$ cat config.mk
export PLATFORM = sky130hd
export DESIGN_NAME = mdu_iterative
export DESIGN_NICKNAME = d
export VERILOG_FILES = /design/src/rtl/mips_pkg.sv /design/src/rtl/mdu_step.sv /design/src/rtl/mdu_iterative.sv
export SDC_FILE = /design/constraint.sdc
export NUM_CORES = 1
export LEC_CHECK = 0
export CORE_UTILIZATION = 35
export DETAILED_ROUTE_END_ITERATION = 16
export PLACE_DENSITY = 0.63
export SYNTH_ARGS = -nofsm -noshare
export SYNTH_HDL_FRONTEND = slang
export SYNTH_HIERARCHICAL = 1
export SYNTH_SLANG_ARGS = --single-unit
$ cat constraint.sdc
create_clock -name clk -period 8.75 [get_ports clk]
set_input_delay 2.1875 -clock clk [delete_from_list [all_inputs] [get_ports clk]]
set_output_delay 2.1875 -clock clk [all_outputs]
set_load 0.01 [all_outputs]
$ cat src/rtl/mips_pkg.sv
// Shared MIPS decode constants and the multiply/divide unit state encoding.
package mips_pkg;

  localparam logic [4:0] ALU_MULTI = 5'b11010;

  localparam logic [5:0] FN_MFHI  = 6'h10;
  localparam logic [5:0] FN_MTHI  = 6'h11;
  localparam logic [5:0] FN_MFLO  = 6'h12;
  localparam logic [5:0] FN_MTLO  = 6'h13;
  localparam logic [5:0] FN_MULT  = 6'h18;
  localparam logic [5:0] FN_MULTU = 6'h19;
  localparam logic [5:0] FN_DIV   = 6'h1A;
  localparam logic [5:0] FN_DIVU  = 6'h1B;

  typedef enum logic [1:0] {
    IDLE = 2'd0,
    PREP = 2'd1,
    RUN  = 2'd2,
    FIX  = 2'd3
  } mdu_state_t;

endpackage

$ cat src/rtl/mdu_step.sv
// One RUN-cycle slice: BITS_PER_CYCLE radix-2 shift-add (mult) or restoring
// trial-subtract (div) steps on unsigned magnitudes.
module mdu_step #(
  parameter int WIDTH          = 32,
  parameter int BITS_PER_CYCLE = 1
) (
  input  logic             is_div,
  input  logic [WIDTH:0]   hi_in,
  input  logic [WIDTH-1:0] lo_in,
  input  logic [WIDTH-1:0] m,
  output logic [WIDTH:0]   hi_out,
  output logic [WIDTH-1:0] lo_out
);

  logic [WIDTH:0]   h;
  logic [WIDTH-1:0] l;
  logic [WIDTH:0]   sh;
  logic [WIDTH:0]   diff;
  logic [WIDTH:0]   sum;

  // mult: {h,l} holds accumulator:multiplier; div: h is partial remainder, l shifts dividend out / quotient in
  always_comb begin
    h    = hi_in;
    l    = lo_in;
    sh   = '0;
    diff = '0;
    sum  = '0;
    for (int i = 0; i < BITS_PER_CYCLE; i++) begin
      if (is_div) begin
        sh   = {h[WIDTH-1:0], l[WIDTH-1]};
        diff = sh - {1'b0, m};
        if (sh >= {1'b0, m}) begin
          h = diff;
          l = {l[WIDTH-2:0], 1'b1};
        end else begin
          h = sh;
          l = {l[WIDTH-2:0], 1'b0};
        end
      end else begin
        sum = h + (l[0] ? {1'b0, m} : '0);
        h   = {1'b0, sum[WIDTH:1]};
        l   = {sum[0], l[WIDTH-1:1]};
      end
    end
    hi_out = h;
    lo_out = l;
  end

endmodule

$ cat src/rtl/mdu_iterative.sv
// Iterative multiply/divide unit with architectural HI/LO for the EX stage;
// holds the pipeline through stall while a mult/div is in flight.
module mdu_iterative #(
  parameter int WIDTH          = 32,
  parameter int BITS_PER_CYCLE = 1
) (
  input  logic             clk,
  input  logic             reset,
  input  logic             start,
  input  logic [5:0]       funct,
  input  logic [WIDTH-1:0] a,
  input  logic [WIDTH-1:0] b,
  output logic             busy,
  output logic             stall,
  output logic             done,
  output logic [WIDTH-1:0] rd_data,
  output logic [WIDTH-1:0] hi,
  output logic [WIDTH-1:0] lo
);
  import mips_pkg::*;

  localparam int N     = WIDTH / BITS_PER_CYCLE;
  localparam int CNT_W = (N > 1) ? $clog2(N) : 1;

  function automatic logic [WIDTH-1:0] mag(input logic [WIDTH-1:0] x, input logic sgn);
    logic signed [WIDTH-1:0] xs;
    xs = x;
    return (sgn && xs < 0) ? -x : x;
  endfunction

  function automatic logic [WIDTH-1:0] neg1(input logic [WIDTH-1:0] x, input logic neg);
    return neg ? -x : x;
  endfunction

  function automatic logic [2*WIDTH-1:0] neg2(input logic [2*WIDTH-1:0] x, input logic neg);
    return neg ? -x : x;
  endfunction

  mdu_state_t       state;
  logic [CNT_W-1:0] cnt;
  logic [WIDTH-1:0] a_r;
  logic [WIDTH-1:0] b_r;
  logic             is_div;
  logic             uns;
  logic             neg_lo;
  logic             neg_hi;
  logic             dz;
  logic [WIDTH:0]   hi_w;
  logic [WIDTH-1:0] lo_w;
  logic [WIDTH-1:0] m_w;

  logic [WIDTH:0]     step_hi;
  logic [WIDTH-1:0]   step_lo;
  logic [2*WIDTH-1:0] prod_s;
  logic [WIDTH-1:0]   fix_hi;
  logic [WIDTH-1:0]   fix_lo;

  mdu_step #(
    .WIDTH          (WIDTH),
    .BITS_PER_CYCLE (BITS_PER_CYCLE)
  ) u_step (
    .is_div (is_div),
    .hi_in  (hi_w),
    .lo_in  (lo_w),
    .m      (m_w),
    .hi_out (step_hi),
    .lo_out (step_lo)
  );

  assign busy  = (state != IDLE);
  assign stall = start & busy;

  always_comb begin
    rd_data = '0;
    if (funct == FN_MFHI)      rd_data = hi;
    else if (funct == FN_MFLO) rd_data = lo;
  end

  // Sign fix-up; a zero divisor bypasses the magnitude result entirely
  always_comb begin
    prod_s = neg2({hi_w[WIDTH-1:0], lo_w}, neg_lo);
    fix_hi = prod_s[2*WIDTH-1:WIDTH];
    fix_lo = prod_s[WIDTH-1:0];
    if (is_div) begin
      if (dz) begin
        fix_hi = a_r;
        fix_lo = '1;
      end else begin
        fix_hi = neg1(hi_w[WIDTH-1:0], neg_hi);
        fix_lo = neg1(lo_w, neg_lo);
      end
    end
  end

  always_ff @(posedge clk or posedge reset) begin
    if (reset) begin
      state  <= IDLE;
      cnt    <= '0;
      a_r    <= '0;
      b_r    <= '0;
      is_div <= 1'b0;
      uns    <= 1'b0;
      neg_lo <= 1'b0;
      neg_hi <= 1'b0;
      dz     <= 1'b0;
      hi_w   <= '0;
      lo_w   <= '0;
      m_w    <= '0;
      hi     <= '0;
      lo     <= '0;
      done   <= 1'b0;
    end else begin
      done <= 1'b0;
      unique case (state)
        IDLE: begin
          if (start) begin
            case (funct)
              FN_MTHI: hi <= a;
              FN_MTLO: lo <= a;
              FN_MULT, FN_MULTU, FN_DIV, FN_DIVU: begin
                a_r    <= a;
                b_r    <= b;
                is_div <= funct[1];
                uns    <= funct[0];
                state  <= PREP;
              end
              default: ;
            endcase
          end
        end
        // Operands become magnitudes; MIN maps to the unsigned value 2^(WIDTH-1)
        PREP: begin
          hi_w   <= '0;
          lo_w   <= mag(a_r, ~uns);
          m_w    <= mag(b_r, ~uns);
          dz     <= (b_r == '0);
          neg_lo <= ~uns & (a_r[WIDTH-1] ^ b_r[WIDTH-1]);
          neg_hi <= ~uns & a_r[WIDTH-1];
          cnt    <= CNT_W'(N - 1);
          state  <= RUN;
        end
        RUN: begin
          hi_w <= step_hi;
          lo_w <= step_lo;
          if (cnt == '0) state <= FIX;
          else           cnt   <= cnt - 1'b1;
        end
        FIX: begin
          hi    <= fix_hi;
          lo    <= fix_lo;
          done  <= 1'b1;
          state <= IDLE;
        end
        default: state <= IDLE;
      endcase
    end
  end

endmodule

==> results of run 1 <==
## cell usage after synthesis, drive strengths merged, types with 39 or more instances
cell type	number
dfrtp	238
xnor2	98
o31ai	39
and2	47
mux2	110
mux2i	75
o21ai	196
a21oi	192
nand2	196
inv	103
clkbuf	117
xor2	70
ha	74
nor3	40
nor2	202
## power by group
part | switching (mW) | internal (mW)
Combinational | 3.22 | 2.28
Clock | 0.494 | 0.747
Sequential | 0.808 | 1.59
## layer usage
metal | track usage | up-vias | wire, µm
met4 | 0.0566 | 0 | 1560
met1 | 0.306 | 8513 | 28800
met3 | 0.0255 | 92 | 3370
li1 | - | 8521 | -
met5 | 0 | - | 0
met2 | 0.354 | 593 | 28200
## path summary, 6_finish.rpt
check	endpoint	startpoint	cells after the start	slack, ns
max	rd_data[28]	funct[3]	6	2.27
max reg2reg	hi_w[29]$_DFFE_PP0P_	lo_w[0]$_DFFE_PP0P_	14	4.42
min	cnt[0]$_DFFE_PP0P_	cnt[0]$_DFFE_PP0P_	1	0.50
max in group asynchronous	is_div$_DFFE_PP0P_	reset	3	5.02
min in group asynchronous	hi[9]$_DFFE_PP0P_	reset	2	2.14
min reg2reg	cnt[0]$_DFFE_PP0P_	cnt[0]$_DFFE_PP0P_	1	0.50
## cell families (layout without fill, tap and decap cells)
logic type                 count (synthesis)  in the layout  synth area share
AOI/OAI and AO/OA                        677            677             0.221
buffers and inverters                    245            354            0.0523
and+or+nand+nor                          714            714             0.185
DFF                                      238            238             0.310
xor gates and xnor gates                 168            168            0.0767
adders and majority gates                 76             76            0.0504
muxes                                    185            185             0.104
## registers in the layout (all words and copies together) (netlist names)
name	flops
hi_w	33
a_r	32
b_r	32
hi	32
lo	32
lo_w	32
m_w	32
cnt	5
state	2
done	1
dz	1
is_div	1
neg_hi	1
neg_lo	1
uns	1
## area by class of cell
class                      instances  area [µm²]  share of cell area
clock buffer                      44         873              0.0390
clock inverter                     9         119             0.00531
inverter                         104         398              0.0178
multi-input combinational       1820       12300               0.548
sequential                       238        5960               0.266
tap                              696         871              0.0389
timing repair buffer             197        1900              0.0849
==> results.ini, run 1 <==
[floorplanning]
core_area_um2 = 54000
start_util = 0.355
die_h_um = 236
dieArea_um2 = 55700
rows = 85
num_io_pins = 172
die_w_um = 236

[global_route]
grt_pass1_vias = 17000
antenna_found_initial = 0
grt_use_total = 0.218
grt_pass1_wl_um = 97700
grt_max_degree = 101
overflow = 0

[run_status]
status = complete, no violations

[synthesis]
syn_area_um2 = 19200
synth.top_cells.by_area = dfrtp_1 31%, mux2_2 6.5%, a21oi_1 5.0%, ha_1 4.8%, xnor2_1 4.5%
ys_seq_elements = 238
synth_cell_type_count = 87
async_flop_share = 1.00
ys_seq_area_frac = 0.310
ys.warnings.count = 6
ys.flop_type = dfrtp_1
yosysTopAreaCellShare = 0.310
yosysTopAreaCell = dfrtp_1
synth.avg_cell_area_um2 = 8.33
synth-edff-count = 0
synthCells = 2303
syn_nets = 2452

[placement]
place_area_um2 = 21400
place_ws_ns = 2.24
place.gp.congestion = 0.936
dp.cells = 3055
port_buffers = 171
hpwlAfterDp_um = 46600

[power_and_ir_drop]
power_density_nw_per_um2 = 409
p_leak_nw = 9.29
power_mw = 9.15
vdd_drop_max_uv = 192

[route]
detail-route-antenna-nets = 0
routed_wl_um = 62000
vias_per_cell = 5.70
drtIter0Drc = 1510
vias = 17700
drc = 0
avgRoutedWirePerCell_um = 19.9
drt_first_pass_iters = 6

[critical_path]
critPathLaunchType = input pin
cpPeakStageDelay_ns = 0.55
cp_max_fo = 32
path_class = input pin to output port
cpLargestDelayFamily = buffers and inverters
cpMaxStageDelayCell = clkdlybuf4s50_1
crit_required_ns = 6.56
cp_num_buf_inv = 3
cp.arrival_ns = 4.30
crit_chain = clkdlybuf4s50_1 > nor4b_1 > nand2b_1 > buf_4 > nor2_1 > clkdlybuf4s50_1
path_common_cell = clkdlybuf4s50_1
cp-end-kind = output port

[clock_tree]
postCtsHoldBufs = 0
cts_root_buffer = clkbuf_16
clk_latency_ns = 0.59
cts_tree = built
cts_resized = 0
cts_buffers = 30
cts.sinks = 238
cts_setup_buffers = 0
htree_levels = 1
cts_buffer_depth = 3
clk_pin_slew_ns = 0.06

[timing]
hold_violations = 0
tightest_slew_ns = 1.12
setup_viol = 0
relSlewSlack = 0.253
skew_ns = 0.0336
max_freq_mhz = 154
tns_ns = 0
hold_ws_ns = 0.497
rsz0062_at_grt = no
period_minus_slack_ns = 6.48
setup_slack_ns = 2.27
slew_viol_final = 0
fin_crit_sh = 0.741

[run]
drv_cap = 0

[finish]
final_area_um2 = 22400
final_cell_mix = 236 x dfrtp_1, 200 x nor2_1, 194 x nand2_1, 189 x a21oi_1
fin_nets = 2540
syn2layout_area_growth_pct = 16.7
utilization = 0.414
num_antenna_cells = 0
fin_cells = 3108
drive_gt1_frac = 0.0958
final_common_cell = dfrtp_1
fillers = 5433

[worst_hold_path]
min_path_type = register to register

No activity file was read; power rests on OpenSTA's default activity.
==> run 2, diff against run 1 <==
--- a/config.mk
+++ b/config.mk
@@ -7,7 +7,7 @@
 export LEC_CHECK = 0
 export CORE_UTILIZATION = 35
 export DETAILED_ROUTE_END_ITERATION = 16
-export PLACE_DENSITY = 0.63
+export PLACE_DENSITY = 0.61
 export SYNTH_ARGS = -nofsm -noshare
 export SYNTH_HDL_FRONTEND = slang
 export SYNTH_HIERARCHICAL = 1
==> constraint.sdc (replaced) <==
create_clock -name clk -period 6.3 [get_ports clk]
set_input_delay 1.575 -clock clk [delete_from_list [all_inputs] [get_ports clk]]
set_output_delay 1.575 -clock clk [all_outputs]
set_load 0.01 [all_outputs]
==> results.ini, run 2 (synthesis results as in run 1) <==
[clock_tree]
cts_setup_buffers = 0  ; unchanged
cts_buffers = 29  ; was 30
clk_latency_ns = 0.60  ; was 0.59 ns
cts.sinks = 238  ; unchanged
postCtsHoldBufs = 0  ; unchanged
clk_pin_slew_ns = 0.06  ; about the same
cts_buffer_depth = 3  ; unchanged
htree_levels = 1  ; unchanged
cts_resized = 0  ; unchanged
cts_root_buffer = clkbuf_16  ; unchanged
cts_tree = built  ; unchanged

[critical_path]
critPathLaunchType = input pin  ; unchanged
cp.arrival_ns = 3.67  ; was 4.30 ns
cpMaxStageDelayCell = clkdlybuf4s50_1  ; unchanged
ff2ff_path_depth = 14  ; unchanged
cp_max_fo = 32  ; unchanged
cpPeakStageDelay_ns = 0.56  ; was 0.55 ns
path_common_cell = clkdlybuf4s50_1  ; unchanged
crit_chain = clkdlybuf4s50_1 > nor4b_1 > nand2b_1 > buf_4 > nor2_1 > clkdlybuf4s50_1  ; unchanged
crit_required_ns = 4.72  ; was 6.56 ns
cp-end-kind = output port  ; unchanged
path_class = input pin to output port  ; unchanged

[floorplanning]
die_w_um = 236  ; unchanged
num_io_pins = 172  ; unchanged
rows = 85  ; unchanged
dieArea_um2 = 55700  ; unchanged
core_area_um2 = 54000  ; unchanged
start_util = 0.355  ; unchanged
die_h_um = 236  ; unchanged

[power_and_ir_drop]
power.internal_mw = 6.34  ; was 4.62 mW
pwr-share-seq = 0.262  ; was 0.263
vdd_drop_max_uv = 256  ; was 192 µV
combPwrFrac = 0.608  ; was 0.602
p_sw_frac = 0.499  ; was 0.495
p_sw_mw = 6.32  ; was 4.53 mW
p_clk_frac = 0.130  ; was 0.136
power_density_nw_per_um2 = 566  ; was 409 nW/µm²
p_leak_nw = 9.28  ; was 9.29 nW

[finish]
final_cell_mix = 236 x dfrtp_1, 200 x nor2_1, 194 x nand2_1, 189 x a21oi_1  ; unchanged
utilization = 0.414  ; about the same
multi_input_area_um2 = 12300  ; unchanged
num_antenna_cells = 0  ; unchanged
fin_nets = 2542  ; was 2540
regArea_um2 = 5960  ; unchanged
drive_gt1_frac = 0.0962  ; was 0.0958
syn2layout_area_growth_pct = 16.5  ; was 16.7%
fillers = 5455  ; was 5433
largest_register_ffs = 33  ; unchanged
largest_register = hi_w  ; unchanged
final_common_cell = dfrtp_1  ; unchanged

[global_route]
gr-usage-met3 = 0.0242  ; was 0.0255
grtUsageMet2 = 0.348  ; was 0.354
grt_pass1_vias = 17000  ; about the same
overflow = 0  ; unchanged
grt_max_degree = 101  ; unchanged
grt_util_met1 = 0.305  ; was 0.306
grt_use_total = 0.219  ; was 0.218
antenna_found_initial = 1  ; was 0
top_usage_layer = met2  ; unchanged
grt_pass1_wl_um = 97600  ; was 97700 µm

[timing]
max_freq_mhz = 191
slew_viol_final = 0  ; unchanged
rsz0062_at_grt = no  ; unchanged
setup_viol = 0  ; unchanged
relSlewSlack = 0.233  ; was 0.253
skew_ns = 0.0312  ; was 0.0336 ns
tightest_slew_ns = 1.15  ; was 1.12 ns
hold_violations = 0  ; unchanged
fin_crit_sh = 0.832
tns_ns = 0  ; unchanged
period_minus_slack_ns = 5.24

[placement]
port_buffers = 171  ; unchanged
place.gp.congestion = 0.904  ; was 0.936
hpwlAfterDp_um = 47100  ; was 46600 µm

[route]
drc = 0  ; unchanged
drtIter0Drc = 1369  ; was 1510
vias = 17700  ; about the same
detail-route-antenna-nets = 0  ; unchanged
drt_first_pass_iters = 5  ; was 6
routed_wl_um = 62600  ; was 62000 µm
vias_per_cell = 5.71  ; was 5.70
avgRoutedWirePerCell_um = 20.1  ; was 19.9 µm

[worst_hold_path]
whs_path_depth = 1  ; unchanged
min_path_type = register to register  ; unchanged

[run_status]
status = complete, no violations  ; unchanged

[run]
drv_cap = 0  ; unchanged

[run 2: power groups by stage]
stage | combinational (mW) | sequential, mW | clock [mW]
2_1_floorplan | 5.71 | 2.92 | 0
3_3_place_gp | 7.49 | 3.29 | 0
3_5_place_dp | 7.60 | 3.32 | 0
4_1_cts | 7.64 | 3.30 | 1.68
5_1_grt | 8.43 | 3.44 | 1.74
6_report | 7.70 | 3.32 | 1.64
[run 2: through the flow]
stage / setup slack (ns) / hold WS [ns] / area, µm² / power, mW / cells
after floorplan: 1.61 / 0.438 / 19200 / 8.62 / 2303
after global placement: 1.15 / 0.460 / 21400 / 10.8 / 3058
after detailed placement: 1.06 / 0.487 / 21400 / 10.9 / 3058
after CTS: 1.04 / 0.495 / 22400 / 12.6 / 3107
after global routing: 0.872 / 0.509 / 22400 / 13.6 / 3107
final: 1.06 / 0.489 / 22400 / 12.7 / 3107
[run 2: layout make-up]
cell class,count,share of cell area
Sequential cell,238,0.267
Inverter,104,0.0176
Clock buffer,39,0.0364
Clock inverter,10,0.00431
Timing Repair Buffer,200,0.0872
Multi-Input combinational cell,1820,0.549
Tap cell,696,0.0390
[run 2: worst paths after layout]
path                                     start                   end  slack (ns)
setup / recovery                      funct[3]           rd_data[25]        1.06
hold / removal              cnt[0]$_DFFE_PP0P_    cnt[0]$_DFFE_PP0P_        0.49
setup reg to reg           lo_w[0]$_DFFE_PP0P_  hi_w[29]$_DFFE_PP0P_        1.91
hold reg to reg             cnt[0]$_DFFE_PP0P_    cnt[0]$_DFFE_PP0P_        0.49
max in group asynchronous                reset  lo_w[24]$_DFFE_PP0P_        3.70
min in group asynchronous                reset    a_r[4]$_DFFE_PP0P_        1.53
[run 2: routing by layer]
metal | wire, µm | share of wire | vias to the layer above
met5 | 0 | 0 | -
met4 | 2310 | 0.037 | 0
met3 | 3020 | 0.048 | 126
met2 | 27800 | 0.44 | 584
met1 | 29400 | 0.47 | 8512
li1 | - | - | 8510
[run 2: worst max-delay path: cells and delay by family]
kind / cells / cell delay [ns]
buf+inv: 3 / 1.33
simple gates: 3 / 0.75
==> run 3, diff against run 2 <==
--- a/config.mk
+++ b/config.mk
@@ -7,7 +7,7 @@
 export LEC_CHECK = 0
 export CORE_UTILIZATION = 35
 export DETAILED_ROUTE_END_ITERATION = 16
-export PLACE_DENSITY = 0.61
+export PLACE_DENSITY = 0.63
 export SYNTH_ARGS = -nofsm -noshare
 export SYNTH_HDL_FRONTEND = slang
 export SYNTH_HIERARCHICAL = 1
==> constraint.sdc (replaced) <==
create_clock -name clk -period 4.2 [get_ports clk]
set_input_delay 1.05 -clock clk [delete_from_list [all_inputs] [get_ports clk]]
set_output_delay 1.05 -clock clk [all_outputs]
set_load 0.01 [all_outputs]
==> results.ini, run 3 (synthesis results as in run 1) <==
[run_status]
status = complete, no violations  ; unchanged

[clock_tree]
cts_buffer_depth = 3  ; unchanged
htree_levels = 1  ; unchanged
cts_tree = built  ; unchanged
cts.sinks = 238  ; unchanged
cts_buffers = 29  ; unchanged
cts_setup_buffers = 0  ; unchanged
cts_root_buffer = clkbuf_16  ; unchanged
clk_pin_slew_ns = 0.06  ; about the same
cts_resized = 0  ; unchanged
clk_latency_ns = 0.59  ; was 0.60 ns
postCtsHoldBufs = 0  ; unchanged

[power_and_ir_drop]
power_density_nw_per_um2 = 856  ; was 566 nW/µm²
vdd_drop_max_uv = 492  ; was 256 µV
p_leak_nw = 9.49  ; was 9.28 nW

[route]
drc = 0  ; unchanged
detail-route-antenna-nets = 0  ; unchanged
vias_per_cell = 5.69  ; was 5.71
drtIter0Drc = 1348  ; was 1369
routed_wl_um = 63000  ; was 62600 µm
drt_first_pass_iters = 7  ; was 5
avgRoutedWirePerCell_um = 20.1  ; about the same
vias = 17900  ; was 17700

[global_route]
antenna_found_initial = 0  ; was 1
grt_pass1_wl_um = 99700  ; was 97600 µm
grt_use_total = 0.223  ; was 0.219
grt_max_degree = 77  ; was 101
grt_pass1_vias = 17400  ; was 17000
overflow = 0  ; unchanged

[run]
drv_cap = 0  ; unchanged

[placement]
hpwlAfterDp_um = 48600  ; was 47100 µm
place_ws_ns = 0.0758  ; was 1.06 ns
place_area_um2 = 21700  ; was 21400 µm²
port_buffers = 171  ; unchanged
place.gp.congestion = 0.923  ; was 0.904

[critical_path]
crit_required_ns = 3.15  ; was 4.72 ns
cpMaxStageDelayCell = clkdlybuf4s50_1  ; unchanged
rr_startpoint = lo_w[0]$_DFFE_PP0P_  ; unchanged
cp_num_buf_inv = 3  ; unchanged
cpLargestDelayFamily = buffers and inverters  ; unchanged
path_class = input pin to output port  ; unchanged
ff2ff_path_depth = 15  ; was 14
rr_endpoint = hi_w[29]$_DFFE_PP0P_  ; unchanged
cp_max_fo = 23  ; was 32
path_common_cell = clkdlybuf4s50_1  ; unchanged
critPathLaunchType = input pin  ; unchanged
cpPeakStageDelay_ns = 0.55  ; was 0.56 ns
cp.arrival_ns = 2.90  ; was 3.67 ns
cp-end-kind = output port  ; unchanged
crit_chain = clkdlybuf4s50_1 > nor4b_2 > nand2b_1 > buf_4 > nor2_1 > clkdlybuf4s50_1  ; was clkdlybuf4s50_1 > nor4b_1 > nand2b_1 > buf_4 > nor2_1 > clkdlybuf4s50_1
ff2ff_setup_slack_ns = 0.41  ; was 1.91 ns

[timing]
period_minus_slack_ns = 3.95
hold_violations = 0  ; unchanged
rsz0062_at_grt = no  ; unchanged
relSlewSlack = 0.224  ; was 0.233
setup_slack_ns = 0.246  ; was 1.06 ns
slew_viol_final = 0  ; unchanged
skew_ns = 0.0208  ; was 0.0312 ns
max_freq_mhz = 253
setup_viol = 0  ; unchanged
tns_ns = 0  ; unchanged
fin_crit_sh = 0.942
tightest_slew_ns = 1.16  ; was 1.15 ns

[worst_hold_path]
hold_start = cnt[0]$_DFFE_PP0P_  ; unchanged
min_to = cnt[0]$_DFFE_PP0P_  ; unchanged
min_path_type = register to register  ; unchanged
whs_path_depth = 1  ; unchanged

[floorplanning]
start_util = 0.355  ; unchanged
rows = 85  ; unchanged
die_w_um = 236  ; unchanged
dieArea_um2 = 55700  ; unchanged
die_h_um = 236  ; unchanged
num_io_pins = 172  ; unchanged
core_area_um2 = 54000  ; unchanged

[finish]
final_common_cell = dfrtp_1  ; unchanged
largest_register_ffs = 33  ; unchanged
final_cell_mix = 236 x dfrtp_1, 200 x nor2_1, 194 x nand2_1, 189 x a21oi_1  ; unchanged
final_area_um2 = 22700  ; was 22400 µm²
drive_gt1_frac = 0.107  ; was 0.0962
fin_nets = 2569  ; was 2542
syn2layout_area_growth_pct = 18.5  ; was 16.5%
largest_register = hi_w  ; unchanged
utilization = 0.421  ; was 0.414
num_antenna_cells = 0  ; unchanged

## run 3: cell types whose count changed in the layout (fill, tap and decap cells not counted)
cell	previous run	this run
buf_12	2	6
clkinvlp_4	2	1
clkinv_2	6	2
bufinv_16	1	4
clkbuf_8	5	9
nor4b_1	4	3
nor4b_2	0	1
clkbuf_1	5	9
buf_4	27	50
inv_6	1	0
## run 3: through the flow
stage | total power [mW] | hold WS [ns] | cells
5_1_grt | 20.9 | 0.492 | 3139
6_report | 19.5 | 0.486 | 3139
3_5_place_dp | 16.5 | 0.477 | 3085
4_1_cts | 19.3 | 0.485 | 3139
3_3_place_gp | 16.3 | 0.461 | 3085
2_1_floorplan | 12.9 | 0.438 | 2303
## run 3: worst max path at each step
stage | startpoint | to | cells past startpoint
after floorplan | reset | a_r[0]$_DFFE_PP0P_ | 1
after global placement | funct[5] | rd_data[3] | 6
after detailed placement | funct[5] | rd_data[7] | 6
after CTS | funct[5] | rd_data[7] | 6
after global routing | funct[5] | rd_data[22] | 6
final | funct[5] | rd_data[7] | 6
## run 3: report_power, final
part / total (mW) / switching, mW / internal (mW)
logic: 11.8 / 6.89 / 4.88
clock network: 2.72 / 1.05 / 1.68
registers: 4.95 / 1.63 / 3.32
## run 3: area by class of cell
type	instances	area, µm²
Tap cell	696	871
Clock buffer	47	883
Timing Repair Buffer	227	2200
Inverter	104	394
Sequential cell	238	5960
Fill cell	5398	31300
Clock inverter	7	150
Multi-Input combinational cell	1820	12300
## run 3: routing by layer
layer,vias to the layer above,track usage,part of all wire
li1,8583,-,-
met1,8516,0.307,0.46
met2,631,0.361,0.45
met3,130,0.0232,0.053
met4,0,0.0766,0.037
met5,-,0,0
## run 3: worst register-to-register path: stages, from the launching register on
cell     delay, ns
dfrtp_1       0.51
buf_4         0.22
buf_4         0.25
and2_1        0.16
ha_1          0.27
a21oi_2       0.20
o21ai_0       0.14
and2_1        0.18
o31ai_1       0.28
a21oi_1       0.15
a221o_1       0.36
a31oi_1       0.35
xnor2_1       0.17
a22o_1        0.25
nand2_1       0.05
o21ai_0       0.08
